==> src/rtl/spi_axi_pkg.sv <==
// spi_axi_pkg: shared burst/response encodings and state enums for the SPI-side AXI slave plug
package spi_axi_pkg;
  localparam logic [1:0] BURST_FIXED = 2'b00;
  localparam logic [1:0] BURST_INCR  = 2'b01;
  localparam logic [1:0] BURST_WRAP  = 2'b10;
  localparam logic [1:0] RESP_OKAY   = 2'b00;
  localparam logic [1:0] RESP_SLVERR = 2'b10;
  typedef enum logic [2:0] {TOP_IDLE, TOP_AW, TOP_AR, TOP_WRITE, TOP_READ} top_state_t;
  typedef enum logic [1:0] {WR_DATA, WR_MEM, WR_RESP} wr_state_t;
  typedef enum logic {RD_MEM, RD_DATA} rd_state_t;
endpackage

==> src/rtl/spi_axi_addr_gen.sv <==
// spi_axi_addr_gen: next beat address for FIXED/INCR bursts and the unsupported-burst flag
//   addr/size/burst : current beat descriptor
//   next_addr       : address of the following beat (32-bit wrap-around)
//   err             : WRAP burst or size wider than 64 bits
module spi_axi_addr_gen
  import spi_axi_pkg::*;
(
  input  logic [31:0] addr,
  input  logic [2:0]  size,
  input  logic [1:0]  burst,
  output logic [31:0] next_addr,
  output logic        err
);
  logic [31:0] step;
  assign step      = 32'd1 << size;
  assign next_addr = burst == BURST_FIXED ? addr : (addr & ~(step - 32'd1)) + step;
  assign err       = burst == BURST_WRAP || size > 3'd3;
endmodule

==> src/rtl/spi_axi_slave_plug.sv <==
// spi_axi_slave_plug: AXI4 slave turning 64-bit bursts into sequential 32-bit request/grant word accesses
//   axi_aclk/axi_areset : clock, asynchronous active-high reset
//   axi_slave_aw/w/b    : write burst address, data and response channels
//   axi_slave_ar/r      : read burst address and data channels
//   mem_*               : single-outstanding word port (req held until gnt, rvalid returns read data)
module spi_axi_slave_plug
  import spi_axi_pkg::*;
#(
  parameter int AXI_ADDR_WIDTH = 32,
  parameter int AXI_DATA_WIDTH = 64,
  parameter int AXI_USER_WIDTH = 6,
  parameter int AXI_ID_WIDTH   = 3
) (
  input  logic                        axi_aclk,
  input  logic                        axi_areset,
  input  logic                        axi_slave_aw_valid,
  output logic                        axi_slave_aw_ready,
  input  logic [AXI_ADDR_WIDTH-1:0]   axi_slave_aw_addr,
  input  logic [7:0]                  axi_slave_aw_len,
  input  logic [2:0]                  axi_slave_aw_size,
  input  logic [1:0]                  axi_slave_aw_burst,
  input  logic [AXI_ID_WIDTH-1:0]     axi_slave_aw_id,
  input  logic [2:0]                  axi_slave_aw_prot,
  input  logic [3:0]                  axi_slave_aw_region,
  input  logic                        axi_slave_aw_lock,
  input  logic [3:0]                  axi_slave_aw_cache,
  input  logic [3:0]                  axi_slave_aw_qos,
  input  logic [AXI_USER_WIDTH-1:0]   axi_slave_aw_user,
  input  logic                        axi_slave_ar_valid,
  output logic                        axi_slave_ar_ready,
  input  logic [AXI_ADDR_WIDTH-1:0]   axi_slave_ar_addr,
  input  logic [7:0]                  axi_slave_ar_len,
  input  logic [2:0]                  axi_slave_ar_size,
  input  logic [1:0]                  axi_slave_ar_burst,
  input  logic [AXI_ID_WIDTH-1:0]     axi_slave_ar_id,
  input  logic [2:0]                  axi_slave_ar_prot,
  input  logic [3:0]                  axi_slave_ar_region,
  input  logic                        axi_slave_ar_lock,
  input  logic [3:0]                  axi_slave_ar_cache,
  input  logic [3:0]                  axi_slave_ar_qos,
  input  logic [AXI_USER_WIDTH-1:0]   axi_slave_ar_user,
  input  logic                        axi_slave_w_valid,
  output logic                        axi_slave_w_ready,
  input  logic [AXI_DATA_WIDTH-1:0]   axi_slave_w_data,
  input  logic [AXI_DATA_WIDTH/8-1:0] axi_slave_w_strb,
  input  logic                        axi_slave_w_last,
  input  logic [AXI_USER_WIDTH-1:0]   axi_slave_w_user,
  output logic                        axi_slave_b_valid,
  input  logic                        axi_slave_b_ready,
  output logic [1:0]                  axi_slave_b_resp,
  output logic [AXI_ID_WIDTH-1:0]     axi_slave_b_id,
  output logic [AXI_USER_WIDTH-1:0]   axi_slave_b_user,
  output logic                        axi_slave_r_valid,
  input  logic                        axi_slave_r_ready,
  output logic [AXI_DATA_WIDTH-1:0]   axi_slave_r_data,
  output logic [1:0]                  axi_slave_r_resp,
  output logic                        axi_slave_r_last,
  output logic [AXI_ID_WIDTH-1:0]     axi_slave_r_id,
  output logic [AXI_USER_WIDTH-1:0]   axi_slave_r_user,
  output logic                        mem_req,
  input  logic                        mem_gnt,
  output logic                        mem_we,
  output logic [31:0]                 mem_addr,
  output logic [3:0]                  mem_be,
  output logic [31:0]                 mem_wdata,
  input  logic                        mem_rvalid,
  input  logic [31:0]                 mem_rdata
);
  top_state_t top_q, top_d;
  wr_state_t wr_q, wr_d;
  rd_state_t rd_q, rd_d;
  logic prio_rd_q;
  logic [31:0] addr_q, next_addr;
  logic [7:0] len_q, beat_cnt_q;
  logic [2:0] size_q;
  logic [1:0] burst_q;
  logic [AXI_ID_WIDTH-1:0] id_q;
  logic [63:0] wdata_q, rdata_q;
  logic [7:0] strb_q;
  logic [1:0] done_q, need, pend;
  logic wait_q, rd_half_q, resp_err_q;
  logic err, wr_act, rd_act, half, last_beat, w_hs, r_hs;
  logic unused_inputs;
  spi_axi_addr_gen u_addr_gen (
    .addr      (addr_q),
    .size      (size_q),
    .burst     (burst_q),
    .next_addr (next_addr),
    .err       (err)
  );
  assign unused_inputs = ^{axi_slave_aw_prot, axi_slave_aw_region, axi_slave_aw_lock, axi_slave_aw_cache,
                           axi_slave_aw_qos, axi_slave_aw_user, axi_slave_ar_prot, axi_slave_ar_region,
                           axi_slave_ar_lock, axi_slave_ar_cache, axi_slave_ar_qos, axi_slave_ar_user,
                           axi_slave_w_user};
  assign wr_act    = top_q == TOP_WRITE;
  assign rd_act    = top_q == TOP_READ;
  assign last_beat = beat_cnt_q == len_q;
  // Halves this beat must touch; done_q marks the ones already granted.
  assign need = {2{!err}} & (wr_act ? {|strb_q[7:4], |strb_q[3:0]} :
                             size_q == 3'd3 ? 2'b11 : addr_q[2] ? 2'b10 : 2'b01);
  assign pend = need & ~done_q;
  assign half = !pend[0];
  // Every AXI output is decoded from registered state only.
  assign axi_slave_aw_ready = top_q == TOP_AW;
  assign axi_slave_ar_ready = top_q == TOP_AR;
  assign axi_slave_w_ready  = wr_act && wr_q == WR_DATA;
  assign axi_slave_b_valid  = wr_act && wr_q == WR_RESP;
  assign axi_slave_b_resp   = axi_slave_b_valid && (resp_err_q || err) ? RESP_SLVERR : RESP_OKAY;
  assign axi_slave_b_id     = id_q;
  assign axi_slave_b_user   = '0;
  assign axi_slave_r_valid  = rd_act && rd_q == RD_DATA;
  assign axi_slave_r_data   = rdata_q;
  assign axi_slave_r_resp   = axi_slave_r_valid && err ? RESP_SLVERR : RESP_OKAY;
  assign axi_slave_r_last   = axi_slave_r_valid && last_beat;
  assign axi_slave_r_id     = id_q;
  assign axi_slave_r_user   = '0;
  assign w_hs = axi_slave_w_valid && axi_slave_w_ready;
  assign r_hs = axi_slave_r_valid && axi_slave_r_ready;
  assign mem_req   = |pend && (wr_act && wr_q == WR_MEM || rd_act && rd_q == RD_MEM && !wait_q);
  assign mem_we    = mem_req && wr_act;
  assign mem_addr  = mem_req ? {addr_q[31:3], half, 2'b00} : 32'h0;
  assign mem_be    = !mem_req ? 4'h0 : !wr_act ? 4'hF : half ? strb_q[7:4] : strb_q[3:0];
  assign mem_wdata = mem_we ? (half ? wdata_q[63:32] : wdata_q[31:0]) : 32'h0;
  always_comb begin
    top_d = top_q;
    wr_d  = wr_q;
    rd_d  = rd_q;
    case (top_q)
      TOP_IDLE: top_d = axi_slave_aw_valid && !(axi_slave_ar_valid && prio_rd_q) ? TOP_AW :
                        axi_slave_ar_valid ? TOP_AR : TOP_IDLE;
      TOP_AW: begin
        top_d = TOP_WRITE;
        wr_d  = WR_DATA;
      end
      TOP_AR: begin
        top_d = TOP_READ;
        rd_d  = RD_MEM;
      end
      TOP_WRITE:
        case (wr_q)
          WR_DATA: wr_d = axi_slave_w_valid ? WR_MEM : WR_DATA;
          WR_MEM:  wr_d = |pend ? WR_MEM : last_beat ? WR_RESP : WR_DATA;
          default: top_d = axi_slave_b_ready ? TOP_IDLE : TOP_WRITE;
        endcase
      TOP_READ:
        if (rd_q == RD_MEM) begin
          rd_d = !(|pend) && !wait_q ? RD_DATA : RD_MEM;
        end else if (axi_slave_r_ready) begin
          top_d = last_beat ? TOP_IDLE : TOP_READ;
          rd_d  = last_beat ? RD_DATA : RD_MEM;
        end
      default: top_d = TOP_IDLE;
    endcase
  end
  always_ff @(posedge axi_aclk or posedge axi_areset) begin
    if (axi_areset) begin
      top_q      <= TOP_IDLE;
      wr_q       <= WR_DATA;
      rd_q       <= RD_MEM;
      prio_rd_q  <= 1'b0;
      addr_q     <= '0;
      len_q      <= '0;
      size_q     <= '0;
      burst_q    <= '0;
      id_q       <= '0;
      beat_cnt_q <= '0;
      wdata_q    <= '0;
      strb_q     <= '0;
      rdata_q    <= '0;
      done_q     <= '0;
      wait_q     <= 1'b0;
      rd_half_q  <= 1'b0;
      resp_err_q <= 1'b0;
    end else begin
      top_q <= top_d;
      wr_q  <= wr_d;
      rd_q  <= rd_d;
      if (top_q == TOP_AW || top_q == TOP_AR) begin
        prio_rd_q  <= top_q == TOP_AW;
        addr_q     <= top_q == TOP_AW ? 32'(axi_slave_aw_addr) : 32'(axi_slave_ar_addr);
        len_q      <= top_q == TOP_AW ? axi_slave_aw_len : axi_slave_ar_len;
        size_q     <= top_q == TOP_AW ? axi_slave_aw_size : axi_slave_ar_size;
        burst_q    <= top_q == TOP_AW ? axi_slave_aw_burst : axi_slave_ar_burst;
        id_q       <= top_q == TOP_AW ? axi_slave_aw_id : axi_slave_ar_id;
        beat_cnt_q <= '0;
        done_q     <= '0;
        rdata_q    <= '0;
        wait_q     <= 1'b0;
        resp_err_q <= 1'b0;
      end
      if (w_hs) begin
        wdata_q <= axi_slave_w_data;
        strb_q  <= axi_slave_w_strb;
        done_q  <= '0;
        // A misplaced w_last flags the response but never cuts the burst short.
        if (axi_slave_w_last != last_beat) resp_err_q <= 1'b1;
      end
      if (mem_req && mem_gnt) begin
        done_q[half] <= 1'b1;
        wait_q       <= rd_act;
        rd_half_q    <= half;
      end
      if (wait_q && mem_rvalid) begin
        wait_q <= 1'b0;
        if (rd_half_q) rdata_q[63:32] <= mem_rdata;
        else rdata_q[31:0] <= mem_rdata;
      end
      if (r_hs) begin
        done_q  <= '0;
        rdata_q <= '0;
      end
      if (!last_beat && (r_hs || wr_act && wr_q == WR_MEM && !(|pend))) begin
        addr_q     <= next_addr;
        beat_cnt_q <= beat_cnt_q + 8'd1;
      end
    end
  end
endmodule
==> config.mk <==
export PLATFORM = sky130hd
export DESIGN_NAME = spi_axi_slave_plug
export DESIGN_NICKNAME = d
export VERILOG_FILES = /design/src/rtl/spi_axi_pkg.sv /design/src/rtl/spi_axi_addr_gen.sv /design/src/rtl/spi_axi_slave_plug.sv
export SDC_FILE = /design/constraint.sdc
export NUM_CORES = 1
export LEC_CHECK = 0
export CORE_MARGIN = 8
export CORE_UTILIZATION = 40
export DETAILED_ROUTE_END_ITERATION = 7
export PLACE_DENSITY = 0.73
export SETUP_SLACK_MARGIN = 0.2
export SYNTH_ARGS = -nofsm -noshare
export SYNTH_HDL_FRONTEND = slang
export SYNTH_HIERARCHICAL = 1
export SYNTH_SLANG_ARGS = --single-unit
==> constraint.sdc <==
create_clock -name axi_aclk -period 7.6 [get_ports axi_aclk]
set_input_delay 1.14 -clock axi_aclk [delete_from_list [all_inputs] [get_ports axi_aclk]]
set_output_delay 1.14 -clock axi_aclk [all_outputs]
set_load 0.01 [all_outputs]
== Word-level counts from Yosys, hierarchy flattened ==
Cells that the tools add are included.

* Register bits: 204
* Word-level logic and storage cells: 148

* Add/sub/neg operators: 3
* Bitwise logic cells: 7
* Magnitude comparators: 3
* Reduce and logical (&&, ||, !) cells: 46
* Multiplexer cells: 56
* Shift operators: 1
* Equality and inequality tests: 15

{| class="wikitable"
|+ Operators with widths
! cell !! count
|-
| 32-bit 2-to-1 mux || 9
|-
| 64-bit 2-to-1 mux || 3
|-
| 32-bit adder || 1
|-
| 32-bit AND || 1
|-
| 32-bit inverter || 1
|-
| 1-bit by 3-bit left shift with 32-bit output, first input constant || 1
|-
| 32-bit by 1-bit subtractor with 32-bit output, second input constant || 1
|-
| 2-bit 2-to-1 mux || 15
|-
| 8-bit 2-to-1 mux || 3
|-
| 1-bit logical AND || 21
|-
| 3-bit 2-to-1 mux || 6
|-
| 3-bit case mux with 5 select lines || 1
|-
| 1-bit 2-to-1 mux || 12
|-
| 4-bit 2-to-1 mux || 3
|-
| 3-bit by 2-bit == test with 1-bit output, second input constant || 3
|-
| 8-bit by 1-bit adder with 8-bit output, second input constant || 1
|-
| 8-bit == test || 1
|-
| 2-bit != test, second input constant || 4
|-
| 2-bit case mux with 2 select lines || 2
|-
| 4-bit OR reduction || 2
|-
| 1-bit zero test || 6
|-
| 2-bit nonzero test || 3
|-
| 1-bit logical OR || 5
|-
| 2-bit AND || 2
|-
| 20 further kinds || 24
|}

== Depth between registers and ports, before layout ==
* Depth in word-level cells: 13
* Mapped depth: 15
* Gate-level depth less buffers: 10

== Hierarchy ==
Netlist, hierarchy kept.

{| class="wikitable"
|+ Modules (own cells, without submodules)
! module !! area each (sq um) !! sequential area each (sq um) !! cells an instance !! times used
|-
| spi_axi_slave_plug || 9,974.6 || 5,104.9 || 1,009 || 1
|-
| spi_axi_addr_gen || 1,352.5 || 0.0 || 214 || 1
|}

== Worst setup path after synthesis ==
No wires, ideal clock.

* Path type: flip-flop to output port
* Start point: reg size_q[2]
* End point: out mem_wdata[22]
* Path buffers: 3
* Data arrival time: 2.218 ns
* Data required time: 6.460 ns
* Slack: 4.242 ns
* Stages on the path, launching flop included: 9
* Cells stage by stage: dfrtp_1 -> clkbuf_1 -> clkbuf_1 -> a21o_1 -> a211o_1 -> o22ai_2 -> nand3_1 -> clkbuf_1 -> a21oi_1

* Longest elaborated chain between the ends: 9
* Elaborated cells on any way between the ends: 13
* Those cells by class: 1 x order compare; 1 x eq/ne; 4 x mux; 2 x bitwise; 5 x reduce/logical

{| class="wikitable"
|+ Ends and longest elaborated chain
! what !! RTL line !! source
|-
| start, declared || spi_axi_slave_plug.sv:75 || <nowiki>logic [2:0] size_q;</nowiki>
|-
| start signal, assigned || spi_axi_slave_plug.sv:182 || <nowiki>size_q <= top_q == TOP_AW ? axi_slave_aw_size : axi_slave_ar_size;</nowiki>
|-
| 3-bit by 2-bit > comparator with 1-bit output (*) || spi_axi_addr_gen.sv:17 || <nowiki>assign err = burst == BURST_WRAP || size > 3'd3;</nowiki>
|-
| 1-bit logical OR (*) || spi_axi_addr_gen.sv:17 ||
|-
| named net err || spi_axi_slave_plug.sv:82 || <nowiki>logic err, wr_act, rd_act, half, last_beat, w_hs, r_hs;</nowiki>
|-
| 1-bit zero test (*) || spi_axi_slave_plug.sv:99 || <nowiki>assign need = {2{!err}} & (wr_act ? {|strb_q[7:4], |strb_q[3:0]} :</nowiki>
|-
| 2-bit AND (*) || spi_axi_slave_plug.sv:99 ||
|-
| 2-bit AND (*) || spi_axi_slave_plug.sv:101 || <nowiki>assign pend = need & ~done_q;</nowiki>
|-
| 2-bit OR reduction || spi_axi_slave_plug.sv:119 || <nowiki>assign mem_req = |pend && (wr_act && wr_q == WR_MEM || rd_act && rd_q == RD_MEM && !wait_q);</nowiki>
|-
| 1-bit logical AND || spi_axi_slave_plug.sv:119 ||
|-
| 1-bit logical AND || spi_axi_slave_plug.sv:120 || <nowiki>assign mem_we = mem_req && wr_act;</nowiki>
|-
| 32-bit 2-to-1 mux (*) || spi_axi_slave_plug.sv:123 || <nowiki>assign mem_wdata = mem_we ? (half ? wdata_q[63:32] : wdata_q[31:0]) : 32'h0;</nowiki>
|-
| end, declared || spi_axi_slave_plug.sv:65 || <nowiki>output logic [31:0] mem_wdata,</nowiki>
|}

The timed path passes the listed nets; every way through them passes the cells marked *.

== Worst setup path after layout ==
* Start point: reg top_q[1]
* End point: out mem_be[0]

* Longest elaborated chain between the ends: 7
* Elaborated cells on any way between the ends: 14
* Those cells by class: 2 x eq/ne; 4 x mux; 2 x bitwise; 6 x reduce/logical

{| class="wikitable"
|+ Ends and longest elaborated chain
! what !! RTL line !! source
|-
| start, declared || spi_axi_slave_plug.sv:69 || <nowiki>top_state_t top_q, top_d;</nowiki>
|-
| start signal, assigned || spi_axi_slave_plug.sv:175 || <nowiki>top_q <= top_d;</nowiki>
|-
| 3-bit by 2-bit == test with 1-bit output || spi_axi_slave_plug.sv:95 || <nowiki>assign wr_act = top_q == TOP_WRITE;</nowiki>
|-
| 2-bit 2-to-1 mux || spi_axi_slave_plug.sv:99 ||
|-
| 2-bit AND || spi_axi_slave_plug.sv:99 ||
|-
| 2-bit AND || spi_axi_slave_plug.sv:101 ||
|-
| 4-bit 2-to-1 mux or 2-bit OR reduction (tied branches) || spi_axi_slave_plug.sv:122, spi_axi_slave_plug.sv:119 ||
|-
| 4-bit 2-to-1 mux or 1-bit logical AND (tied branches) || spi_axi_slave_plug.sv:122, spi_axi_slave_plug.sv:119 ||
|-
| 4-bit 2-to-1 mux (*) || spi_axi_slave_plug.sv:122 || <nowiki>assign mem_be = !mem_req ? 4'h0 : !wr_act ? 4'hF : half ? strb_q[7:4] : strb_q[3:0];</nowiki>
|-
| end, declared || spi_axi_slave_plug.sv:64 || <nowiki>output logic [3:0] mem_be,</nowiki>
|}

Mark *: on every way between the ends. The rest lies on a longest branch, timed or not.

==> results.md <==
- Pins Over Slew Limit: 0
- DR vias/cell: 5.32
- Req. time, crit path: ~6.5 ns
- Sequential area share after synthesis: 45.1%
- Global-route wire length before repair: around 56 mm
- I/O Buffers: 355
- Worst Path Max Fanout: 34
- Power Density: 318 mW/mm^2
- Max layer used: met4
- Top-count cell post-synth: nand2_1
- Critical Path, Cell by Cell: nor2_1 > nand2_1 > o32ai_4 > nand2_1 > a31oi_1 > clkdlybuf4s50_1
- Met3 routed WL: 3.11 mm
- Startpoint types: flip-flop
- CP endpoint kind: output port
- Unrepaired setup endpoints after global routing: no
- Worst vdd ir: roughly 0.18 mV
- Layout cells sized above 1: 10.7%
- Hold Path Depth: 1
- Initial Utilization: 40.7%
- Mean post-synth cell area: 9.26 sq um
- Largest net degree at the start of global routing: 133
- Hold_ws: ~0.5 ns
- Minimum clock period: slightly below 5 ns
- Simple-gate share of the synthesized area: 19.4%
- CTS Buf Count: 24
- Hold_buf cts: 0
- CP bufs+invs: 1
- Hold Path Class: reg -> reg
- CTS tree: built
- Layout Skew: 0.0266 ns
- Most used cell along the critical path: nand2_1
- Post-synthesis mux area share: 15.2%
- Top cell type's share of synthesized area: 45.1%
- Clock Path Buffers: 3
- Yosys reg bits: 204
- Peak Freq: 0.204 GHz
- Hold Fails Final Rpt: 0
- Ys Warns: 6
- Post-synth top area cell: dfrtp_1
- Die ar.: 0.0340 sq mm
- Tot GR Track Use: 20.4%
- Commonest cells in the netlist: 237 x nand2_1, 204 x dfrtp_1, 109 x a21oi_1
- CP arrival: about 3.8 ns
- Setup CP Type: reg -> out
- Status: completed
- Largest family of logic cells by synthesized area: simple AND/OR/NAND/NOR gates
- Final wirelength: approximately 36 mm
- Routed met2 length: 17.3 mm
- Critical path's slowest cell: o32ai_4
- Leak: roughly 6.8 nW
- First DRT Iteration DRCs: 666
- Synth Cell Area: 0.0113 sq mm
- Cells on worst reg2reg path: 10
- Clock tree sinks: 204
- CTS root buf: clkbuf_16
- Setup TNS: 0 ns
- CP max stage delay: between 0.9 and 1 ns
- Setup violations, final: 0
- CP delay by family, top: compound AO/OA/AOI/OAI gates
- GRT overflow: 0
- # rows: 61
- Synth area leaders: dfrtp_1 45%, mux2_2 8.8%, nand2_1 7.9%, mux2i_1 4.9%, a21oi_1 4.8%
- Post-route DRC: 0
- Synth Area in XOR/XNOR: 2.94%
- Tightest Pin Transition: 1.22 ns
- Placer's final routability congestion estimate: 0.857
- EDFF count, synth: 0
- Max-Cap Viols: 0
- Avg WL per Cell: 18.7 microns
- Initial antenna violation count: 2
- Die Width: 184 microns
- Final period util: 64.5%
- Main synth FF type: dfrtp_1
- Die Ht: 184 microns
- 1st-pass router iterations: 7
- Synthesized instance count: around 1200
- M1 WL: 14.4 mm
- Asr flop ratio synth: 100%
- Area Overhead vs Synth: 40.1%
- Worst-Skew Late Latency: 0.53 ns
- Vias in the first global route: around 10000
- Vias post-DR: 10200
- IO Count: approximately 420
- Critical path depth in cells: 6
- Adder-cell area share of the yosys netlist: less than 1%
- H-tree levels: 1
- CTS resizes: 0
- Core Footprint: 0.0279 sq mm
- Layout net count: 1787
- HPWL after detailed placement: ~25 mm
- Compound-Gate Fraction of Synth Area: 11.4%
- Setup bufs post-CTS: 0
- Post-synth cell types: 66
- DRT antenna net count: 0
- Clock transition at the registers of the reported paths: 0.06 ns
- Slew margin rel.: 18.7%
==> state kept, by name, indices dropped and copies added, names as in the netlist <==
register,count
rd_half_q,1
strb_q,8
top_q,3
axi_slave_b_id,3
rd_q,1
len_q,8
burst_q,2
resp_err_q,1
size_q,3
addr_q,32
wr_q,2
prio_rd_q,1
wdata_q,64
wait_q,1
beat_cnt_q,8
axi_slave_r_data,64
done_q,2
==> worst register-to-register path: stages (launching register included) <==
cell	delay [ns]
dfrtp_1	0.61
nor3_1	0.38
inv_1	0.09
ha_1	0.31
nand2b_1	0.25
nor3b_1	0.24
o32ai_1	0.20
o2111ai_1	0.97
nand3_1	0.21
xor2_1	0.19
mux2_1	0.29
==> final timing paths <==
| path | to | slack [ns] | start |
|---|---|---|---|
| setup / recovery | mem_be[0] | 2.70 | top_q[1] |
| hold / removal | prio_rd_q | 0.50 | prio_rd_q |
| setup reg to reg | addr_q[24] | 3.73 | size_q[2] |
| hold reg to reg | prio_rd_q | 0.50 | prio_rd_q |
| max in group asynchronous | addr_q[8] | 4.81 | axi_areset |
| min in group asynchronous | wdata_q[22] | 1.24 | axi_areset |
==> cell families after synthesis <==
family / count (synthesis)
compound gates: 222
xor+xnor: 38
fa+ha+maj: 6
buf+inv: 128
flops: 204
mux: 159
other cells: 1
simple gates: 465
==> report_power, final <==
part / total [mW] / switching (mW) / internal [mW] / leakage, nW
combinational: 2.03 / 1.10 / 0.935 / 3.75
sequential: 1.79 / 0.340 / 1.45 / 2.66
clock: 1.23 / 0.470 / 0.762 / 0.417
==> cells in the final DEF, fill, tap and decap left out, types with 3 or more instances in the layout <==
| master | netlist | final |
|---|---|---|
| nor3b_1 | 3 | 3 |
| xor2_1 | 13 | 13 |
| mux2_1 | 15 | 15 |
| a31oi_1 | 9 | 9 |
| clkinv_2 | 0 | 5 |
| clkdlybuf4s50_1 | 0 | 355 |
| mux2i_1 | 55 | 55 |
| inv_1 | 17 | 16 |
| nand4_1 | 10 | 10 |
| nor3_1 | 6 | 6 |
| mux2_2 | 89 | 89 |
| o21ai_0 | 66 | 66 |
| clkbuf_16 | 0 | 24 |
| a21o_1 | 4 | 4 |
| bufinv_16 | 0 | 4 |
| nand3b_1 | 3 | 3 |
| and2_1 | 7 | 7 |
| conb_1 | 1 | 16 |
| o221ai_1 | 4 | 4 |
| ha_1 | 6 | 6 |
| or2_2 | 5 | 5 |
| nor2b_1 | 8 | 8 |
| nor4_1 | 4 | 4 |
| nand3_1 | 84 | 84 |
| and3_1 | 49 | 48 |
| nor2_1 | 27 | 23 |
| nand2_1 | 237 | 236 |
| clkbuf_8 | 0 | 5 |
| buf_4 | 19 | 12 |
| xnor2_1 | 25 | 25 |
| dfrtp_1 | 204 | 204 |
| nand2b_1 | 6 | 6 |
| a21oi_1 | 109 | 109 |
| and4b_1 | 5 | 5 |
==> metal layers <==
metal | vias up | track usage (%)
li1 | 4820 | -
met2 | 356 | 34.3
met3 | 57 | 5.97
met4 | 0 | 6.20
met5 | - | 0
met1 | 4961 | 24.9
==> per-stage QoR <==
stage | cell area, sq um | power [mW] | setup WS (ns) | cells | util, %
after floorplan | 11400 | 3.16 | 0.893 | 1238 | -
after global placement | 15000 | 3.77 | 3.32 | 1873 | 53.9
after detailed placement | 15000 | 3.84 | 3.29 | 1873 | 53.9
after CTS | 15900 | 5.09 | 2.71 | 1915 | 56.9
after global routing | 15900 | 5.40 | 2.52 | 1917 | 57.0
final | 15900 | 5.05 | 2.70 | 1917 | 57.0
==> final cells by class <==
type	instances	area (sq um)
clock buffer	31	677
inverter	18	75.1
timing repair buffer	367	3640
multi-input combinational	906	5720
fill	2442	12000
antenna	2	5.00
tap	378	473
sequential	204	5100
clock inverter	11	169
(Power assumes the default switching activity.)
